`src/rtl/dma_line_engine.sv`:
```
// rtl/dma_line_engine.sv - cache-line DMA engine between host line FIFOs and a word-wide memory port
// Optional macro DMA_TIMEOUT_EN adds a read-response timeout that aborts with err.
module dma_line_engine #(
  parameter int CL_SIZE_WIDTH  = 512,
  parameter int WORD_SIZE      = 32,
  parameter int ADDR_WIDTH     = 32,
  parameter int ADDR_STRIDE    = 4,
  parameter int LINE_CNT_WIDTH = 16,
  parameter int TIMEOUT_CYCLES = 256
) (
  input  logic                      clk,
  input  logic                      rst_n,
  input  logic                      cmd_valid,
  output logic                      cmd_ready,
  input  logic                      cmd_dir,
  input  logic [ADDR_WIDTH-1:0]     cmd_addr,
  input  logic [LINE_CNT_WIDTH-1:0] cmd_lines,
  output logic                      busy,
  output logic                      done,
  output logic                      err,
  input  logic                      host_empty,
  input  logic [CL_SIZE_WIDTH-1:0]  host_rd_data,
  output logic                      host_rd_en,
  input  logic                      host_full,
  output logic [CL_SIZE_WIDTH-1:0]  host_wr_data,
  output logic                      host_wr_en,
  output logic                      mem_en,
  output logic                      mem_wr_en,
  output logic [ADDR_WIDTH-1:0]     mem_addr,
  output logic [WORD_SIZE-1:0]      mem_wdata,
  input  logic                      mem_ready,
  input  logic                      mem_valid,
  input  logic [WORD_SIZE-1:0]      mem_rdata
);

  localparam int WORDS = CL_SIZE_WIDTH / WORD_SIZE;
  localparam int IDX_W = (WORDS > 1) ? $clog2(WORDS) : 1;
  localparam logic [IDX_W-1:0] LAST_IDX = IDX_W'(WORDS - 1);
  localparam logic [ADDR_WIDTH-1:0] STRIDE = ADDR_WIDTH'(ADDR_STRIDE);

  typedef enum logic [2:0] {
    IDLE, H2M_POP, H2M_WR, M2H_RD, M2H_WAIT, M2H_PUSH, FINISH
  } state_t;

  state_t                    state, state_nxt;
  logic [ADDR_WIDTH-1:0]     addr_q;
  logic [LINE_CNT_WIDTH-1:0] lines_q;
  logic [IDX_W-1:0]          idx_q;
  logic [CL_SIZE_WIDTH-1:0]  line_q;
  logic                      accept, last_word, last_line, tmo_hit;

  assign accept    = cmd_valid && (state == IDLE);
  assign last_word = (idx_q == LAST_IDX);
  assign last_line = (lines_q <= LINE_CNT_WIDTH'(1));

`ifdef DMA_TIMEOUT_EN
  localparam int TMO_W = $clog2(TIMEOUT_CYCLES + 1);
  logic [TMO_W-1:0] tmo_q;
  logic             err_q;

  assign tmo_hit = (state == M2H_WAIT) && !mem_valid && (tmo_q == TMO_W'(TIMEOUT_CYCLES - 1));
  assign err     = (state == FINISH) && err_q;

  always_ff @(posedge clk or negedge rst_n) begin
    if (!rst_n) begin
      tmo_q <= '0;
      err_q <= 1'b0;
    end else begin
      if (state == M2H_WAIT && !mem_valid) tmo_q <= tmo_q + 1'b1;
      else                                 tmo_q <= '0;
      if (accept)       err_q <= 1'b0;
      else if (tmo_hit) err_q <= 1'b1;
    end
  end
`else
  assign tmo_hit = 1'b0;
  assign err     = 1'b0;
`endif

  always_ff @(posedge clk or negedge rst_n) begin
    if (!rst_n) state <= IDLE;
    else        state <= state_nxt;
  end

  always_comb begin
    state_nxt = state;
    case (state)
      IDLE:     if (accept) state_nxt = (cmd_lines == '0) ? FINISH : (cmd_dir ? M2H_RD : H2M_POP);
      H2M_POP:  if (!host_empty) state_nxt = H2M_WR;
      H2M_WR:   if (mem_ready && last_word) state_nxt = last_line ? FINISH : H2M_POP;
      M2H_RD:   if (mem_ready) state_nxt = M2H_WAIT;
      M2H_WAIT: begin
        if (mem_valid)    state_nxt = last_word ? M2H_PUSH : M2H_RD;
        else if (tmo_hit) state_nxt = FINISH;
      end
      M2H_PUSH: if (!host_full) state_nxt = last_line ? FINISH : M2H_RD;
      FINISH:   state_nxt = IDLE;
      default:  state_nxt = IDLE;
    endcase
  end

  always_comb begin
    cmd_ready  = 1'b0;
    busy       = 1'b0;
    done       = 1'b0;
    host_rd_en = 1'b0;
    host_wr_en = 1'b0;
    mem_en     = 1'b0;
    mem_wr_en  = 1'b0;
    case (state)
      IDLE:     cmd_ready = 1'b1;
      H2M_POP:  begin busy = 1'b1; host_rd_en = !host_empty; end
      H2M_WR:   begin busy = 1'b1; mem_en = 1'b1; mem_wr_en = 1'b1; end
      M2H_RD:   begin busy = 1'b1; mem_en = 1'b1; end
      M2H_WAIT: busy = 1'b1;
      M2H_PUSH: begin busy = 1'b1; host_wr_en = !host_full; end
      FINISH:   begin busy = 1'b1; done = 1'b1; end
      default:  ;
    endcase
  end

  assign mem_addr     = addr_q;
  assign mem_wdata    = line_q[idx_q*WORD_SIZE +: WORD_SIZE];
  assign host_wr_data = line_q;

  // One shared line buffer: unpack source for H2M, gather target for M2H.
  always_ff @(posedge clk or negedge rst_n) begin
    if (!rst_n) begin
      addr_q  <= '0;
      lines_q <= '0;
      idx_q   <= '0;
      line_q  <= '0;
    end else begin
      case (state)
        IDLE: if (accept) begin
          addr_q  <= cmd_addr;
          lines_q <= cmd_lines;
          idx_q   <= '0;
        end
        H2M_POP: if (!host_empty) begin
          line_q <= host_rd_data;
          idx_q  <= '0;
        end
        H2M_WR: if (mem_ready) begin
          addr_q <= addr_q + STRIDE;
          idx_q  <= idx_q + 1'b1;
          if (last_word && lines_q != '0) lines_q <= lines_q - 1'b1;
        end
        M2H_RD: if (mem_ready) addr_q <= addr_q + STRIDE;
        M2H_WAIT: if (mem_valid) begin
          line_q[idx_q*WORD_SIZE +: WORD_SIZE] <= mem_rdata;
          if (!last_word) idx_q <= idx_q + 1'b1;
        end
        M2H_PUSH: if (!host_full) begin
          idx_q <= '0;
          if (lines_q != '0) lines_q <= lines_q - 1'b1;
        end
        default: ;
      endcase
    end
  end

endmodule

```
`config.mk`:
```
export PLATFORM = sky130hd
export DESIGN_NAME = dma_line_engine
export DESIGN_NICKNAME = d
export VERILOG_FILES = /design/src/rtl/dma_line_engine.sv
export SDC_FILE = /design/constraint.sdc
export NUM_CORES = 2
export LEC_CHECK = 0
export ABC_CLOCK_PERIOD_IN_PS = 3400
export CAP_MARGIN = 20
export CORE_AREA = 2 2 464 466
export DETAILED_ROUTE_END_ITERATION = 7
export DIE_AREA = 0 0 466 468
export PLACE_DENSITY = 0.34
export REMOVE_ABC_BUFFERS = 1
export SYNTH_ARGS = -nofsm -noshare
export SYNTH_HDL_FRONTEND = slang
export SYNTH_SLANG_ARGS = --single-unit
export TNS_END_PERCENT = 5
```
`constraint.sdc`:
```
create_clock -name clk -period 3.4 [get_ports clk]
set_input_delay 0.34 -clock clk [delete_from_list [all_inputs] [get_ports clk]]
set_output_delay 0.34 -clock clk [all_outputs]
set_load 0.01 [all_outputs]
```
After elaboration in Yosys (flattened, before gate mapping)
Index checks and enable logic that the tools add are counted.

Output and inout bits: 584. Bits in registers: 567. Latch bits: 0. Memory bits (writable): 0. Memory bits (read-only): 0. Word-level logic and storage cells: 89. Memories: 0.

Equal/unequal tests: 18. Add/sub/neg operators: 4. Order comparisons: 1. Shift-type cells: 3. Reduce and logical (&&, ||, !) cells: 19. Bitwise gates (word level): 0. Div/mod/pow operators: 0. Muxes and demuxes: 39. $mul: 0.

Operators with widths (number): $mux W512 (2); $pmux W512 S2 (1); $bwmux W512 (1); $shift A32 B34 Y512 const A (1); $shiftx A32 B34 Y512 (1); $shiftx A512 B10 Y32 (1); $mux W16 (5); $mux W32 (2); $pmux W32 S2 (1); $pmux W16 S3 (1); $neg A9 Y34 (1); $add A32 B3 Y32 const B (1); $mux W3 (10); $mux W4 (6); $ne A2 B2 Y1 const B (10); $pmux W4 S5 (1); $pmux W3 S6 (1); $le A16 B1 Y1 const B (1); $logic_not A16 Y1 (1); $reduce_bool A16 Y1 (1); $sub A16 B1 Y16 const B (1); $reduce_and A6 Y1 (2); $eq A3 B3 Y1 const B (3); $mux W1 (7); 16 further kinds (22).

Depth between registers and ports, before layout
Depth in word-level cells: 5. Gate-level depth with buffers: 11. Depth with buffers taken out: 7.

Least setup slack after synthesis
No wires, ideal clock.

Path type: reg-to-reg. Start: reg idx_q[3]. End: reg line_q[386], in the netlist host_wr_data[386]. Period minus slack after synthesis: 3151 ps. Cell stages (with the launch flop): 10. Arrival: 3026 ps. Slack: 249 ps. Library setup time: 125 ps. Cells stage by stage: dfrtp_1 -> buf_2 -> inv_2 -> buf_1 -> ha_1 -> clkbuf_1 -> or4_1 -> a21oi_1 -> buf_2 -> mux2_2.

Longest elaborated chain between the ends: 5. Elaborated cells on any way between the ends: 6.

Ends and longest elaborated chain: from (decl) (RTL line 48) `logic [IDX_W-1:0] idx_q;`; from (signal assigned) (RTL line 146) `idx_q <= idx_q + 1'b1;`; from (signal assigned) (RTL line 152) `if (!last_word) idx_q <= idx_q + 1'b1;`; $neg A9 Y34 * (RTL line 151) `line_q[idx_q*WORD_SIZE +: WORD_SIZE] <= mem_rdata;`; $shiftx A32 B34 Y512 / $shift A32 B34 Y512 (equally long branches) (RTL line 151); $bwmux W512 * (RTL line 151); $mux W512 * (RTL line 150) `M2H_WAIT: if (mem_valid) begin`; $pmux W512 S2 * (RTL line 134) `case (state)`; to (signal assigned) (RTL line 141) `line_q <= host_rd_data;`; to (signal, indexed assignment) (RTL line 151); to (decl) (RTL line 49) `logic [CL_SIZE_WIDTH-1:0] line_q;`.

Every way passes the cells marked *; elsewhere a longest branch is shown, timed or not. The select of a mux whose other input is x is not followed. A chain may end at the register's enable or synchronous reset.

Worst setup path after layout
Start: reg idx_q[0]. End: out mem_wdata[23].

Longest elaborated chain between the ends: 1.

Ends and longest elaborated chain: $shiftx A512 B10 Y32 (RTL line 123) `assign mem_wdata = line_q[idx_q*WORD_SIZE +: WORD_SIZE];`; to (decl) (RTL line 30) `output logic [WORD_SIZE-1:0] mem_wdata,`.

No other way between the ends.

==> Implementation_results.wiki <==
{| class="wikitable"
! Metric !! Value
|-
| Detailed Route WL || 276 mm
|-
| Total GRT Usage || 24.5%
|-
| Number of enable flip-flop cells after synthesis || 0
|-
| Dominant synthesized flop cell || sky130_fd_sc_hd__dfrtp_1
|-
| Synthesized netlist cell count || 2851
|-
| Syn. warnings || 0
|-
| Max Clock Skew || 0.0326 ns
|-
| Mux cell area share after synthesis || 23.0%
|-
| Number of buffers between clock root and the deepest sink || 3
|-
| Proportion of layout cells with a drive suffix above 1 || 22.1%
|-
| Run status || completed
|-
| Worst hold slack after final layout || 0.188 ns
|-
| Placement-stage worst setup slack || 0.246 ns
|-
| First-pass detailed-route iteration total || 6
|-
| Number of failing hold endpoints at the final stage || 0
|-
| Fraction of the mapped netlist area in adder cells || less than 1%
|-
| Top-level port count || 1184
|-
| Switching power || 0.0241 W
|-
| Core ar. || approximately 210000 um^2
|-
| Initial antenna violation count || 71
|-
| Share of total power in the clock network || 17.2%
|-
| Vias in the first global route || 33.0k
|-
| Via count || around 32k
|-
| # setup viols final || 0
|-
| Period Utilization, post-route || 99.3%
|-
| Slowest CP cell || sky130_fd_sc_hd__mux4_2
|-
| Highest clock rate || 296 MHz
|-
| Netlist area before placement || between 30000 and 40000 um^2
|-
| Vertical die dimension || ~470 um
|-
| Slack of the worst reg-to-reg path || 0.12 ns
|-
| Internal power || 0.0302 W
|-
| Final HPWL DP || ~200 mm
|-
| Global-route wire length before repair || 354 mm
|-
| Clock latency on the worst-skew pair || about 0.73 ns
|-
| Type of the worst setup path || reg -> out
|-
| Crit path buffers/inverters || 4
|-
| Largest fanout on the critical path || 7
|-
| Minimum clock period after layout || 3.38 ns
|-
| Post-route non-filler standard cell count || slightly below 7k
|-
| CP Data Arrival Time || roughly 3.0 ns
|-
| Max H-tree Level || 3
|-
| Startpoint types || register
|-
| Number of cells in the design after placement || around 6.7k
|-
| Total power density per cell area || about 1000 nW/um^2
|-
| Largest family of logic cells by synthesized area || multiplexers
|-
| Most common cell in the synthesized netlist || sky130_fd_sc_hd__dfrtp_1
|-
| Cell at the root of the clock tree || sky130_fd_sc_hd__clkbuf_16
|-
| Sinks on Clock Net || 567
|-
| Sequential cell fraction of total power || 27.8%
|-
| Die width || ~470 um
|-
| Library cell with the largest summed area after synthesis || sky130_fd_sc_hd__dfrtp_1
|-
| Fraction of power spent switching nets || 44.4%
|-
| Commonest cells in the synthesized netlist || 567 x sky130_fd_sc_hd__dfrtp_1, 310 x sky130_fd_sc_hd__mux2_2, 267 x sky130_fd_sc_hd__a22o_1, 238 x sky130_fd_sc_hd__clkbuf_1, 192 x sky130_fd_sc_hd__a22oi_1
|-
| Complex-gate fraction of the synthesized area || 19.8%
|-
| Worst path top cell family by delay || multiplexers
|-
| Setup slack of the critical path after layout || 0.0228 ns
|-
| Xor and xnor fraction of the mapped netlist area || less than 1%
|-
| Least-Margin Pin Slew || between 0.9 and 1 ns
|-
| Total overflow reported by the global router || 0
|-
| Worst path required time || 3.06 ns
|-
| Site Rows || 170
|-
| Worst-case headroom to the max-slew limit || 39.2%
|-
| Min-delay worst type || in -> async
|-
| Largest voltage drop on the vdd net || 0.000428 V
|-
| Sequential share of the synthesized area || 44.5%
|-
| Critical Path, Cell by Cell || buf_12, buf_12, buf_16, mux4_2, mux4_2, buf_6
|-
| Number of inserted filler cells in the final layout || 22.7k
|-
| Final cell utilization of the core || 24.4%
|-
| Average vias per placed instance || ~4.7
|-
| Register bit count reported by yosys || 567
|-
| Top area cells in the synthesized netlist || sky130_fd_sc_hd__dfrtp_1 45%, sky130_fd_sc_hd__mux4_2 11%, sky130_fd_sc_hd__mux2_2 11%, sky130_fd_sc_hd__a22o_1 7.3%, sky130_fd_sc_hd__a22oi_1 4.5%
|-
| Drt initial violations || 2965
|-
| Fraction of synthesis flops using an asynchronous set or reset pin || 100%
|-
| Drc violations || 0
|-
| Max Slew Vio Count || 0
|-
| Routed Antenna Nets || 0
|-
| Area share of the largest cell type after synthesis || 44.5%
|-
| Leakage power || 19.7 nW
|-
| Weighted congestion reported at the end of routability-driven placement || slightly below 0.9
|-
| Unrepaired setup endpoints after global routing || true
|-
| Clock-pin slew on the worst setup and hold paths || 0.06 ns
|-
| Delay of the slowest cell on the worst path || 0.61 ns
|-
| Area growth from synthesis to layout || 63.0%
|-
| Average wire length per cell after detail routing || between 30 and 40 um
|-
| Effective utilization at floorplan || 14.9%
|-
| CTS tree || yes
|-
| Count of different cell masters after synthesis || 81
|-
| Per-instance average area after synthesis || 11.2 um^2
|-
| Die outline area || 218000 um^2
|-
| Pin count of the biggest net entering global routing || 88
|-
| Combinational Power Share || approximately 55%
|-
| Post-synthesis simple-gate area fraction || 8.05%
|-
| Number of max-capacitance violations reported || 0
|-
| Nature of the critical path endpoint || output pin
|-
| TritonCTS buffer count || 85
|-
| Number of nets at the end of the flow || 4613
|-
| Number of buffers inserted by port buffering || 1182
|}
[logic make-up (layout without fill, tap and decap cells)]
kind of cell / Yosys count / in the layout
fa+ha+maj: 7 / 7
compound gates: 892 / 892
buf+inv: 339 / 1561
simple gates: 553 / 553
other cells: 1 / 23
xor+xnor: 3 / 3
mux: 489 / 489
flops: 567 / 567
[final timing paths]
path / start / end / depth (start not counted)
setup / recovery: idx_q[0]$_DFFE_PN0P_ / mem_wdata[23] / 6
hold reg to reg: mem_addr[1]$_DFFE_PN0P_ / mem_addr[1]$_DFFE_PN0P_ / 2
setup reg to reg: idx_q[0]$_DFFE_PN0P_ / host_wr_data[401]$_DFFE_PN0P_ / 9
hold / removal: rst_n / lines_q[6]$_DFFE_PN0P_ / 2
min in group clk: cmd_addr[1] / mem_addr[1]$_DFFE_PN0P_ / 3
max in group asynchronous: rst_n / host_wr_data[85]$_DFFE_PN0P_ / 4
[layout make-up]
cell class                      count  area (um^2)  area share [%]
Clock buffer                      128         2550            4.91
Clock inverter                     26          287           0.551
Antenna cell                       22         55.1           0.106
Timing Repair Buffer             1392        14700            28.3
Multi-Input combinational cell   1945        16600            31.9
Sequential cell                   567        14200            27.3
Inverter                           15         58.8           0.113
Tap cell                         2838         3550            6.83
[sequential cells by signal (all words and copies together) (netlist names)]
register,flops
host_wr_data,512
mem_addr,32
state,3
lines_q,16
idx_q,4
[power by group through the flow]
stage	Combinational [W]	Sequential (W)	Clock [W]
floorplan	0.0112	0.0145	0
global placement	0.0294	0.0152	0
detailed placement	0.0294	0.0151	0
CTS	0.0304	0.0151	0.00963
global route	0.0314	0.0154	0.00986
finish	0.0299	0.0151	0.00935
[metal layers]
metal	share of wire (%)	routed length [um]	global-route usage, %
met1	42	115000	30.6
met2	49	134000	41.6
met3	6.7	18400	5.92
met4	2.8	7820	6.82
met5	0.081	223	0
[timing repair]
item / 4_1_cts / 5_1_grt
endpoints found under the hold margin: 46 / 0
hold buffers: 1 / 0
setup endpoints to repair: 32 / 19
cloned: 13 / 0
setup buffers: 29 / 2
gates resized for setup: 118 / 14
[per-stage QoR]
stage	area [um^2]	TNS [ns]	total power, W
global placement	48300	0	0.0445
floorplan	30600	-4491.12	0.0257
detailed placement	48300	0	0.0446
CTS	51900	-0.885	0.0551
global route	51900	-0.312	0.0567
finish	52000	0	0.0543
[cells in the final DEF (no fill, tap or decap), drive strengths merged, types with 25 or more instances in the layout]
master            n
a21oi           188
a22o            267
a22oi           192
and2             40
buf             233
clkbuf          130
clkdlybuf4s50  1149
dfrtp           567
mux2            320
mux4            162
nand2           186
nand3            25
nor2            185
nor3             27
o21ai           146
No activity file was read; power rests on OpenSTA's default activity.
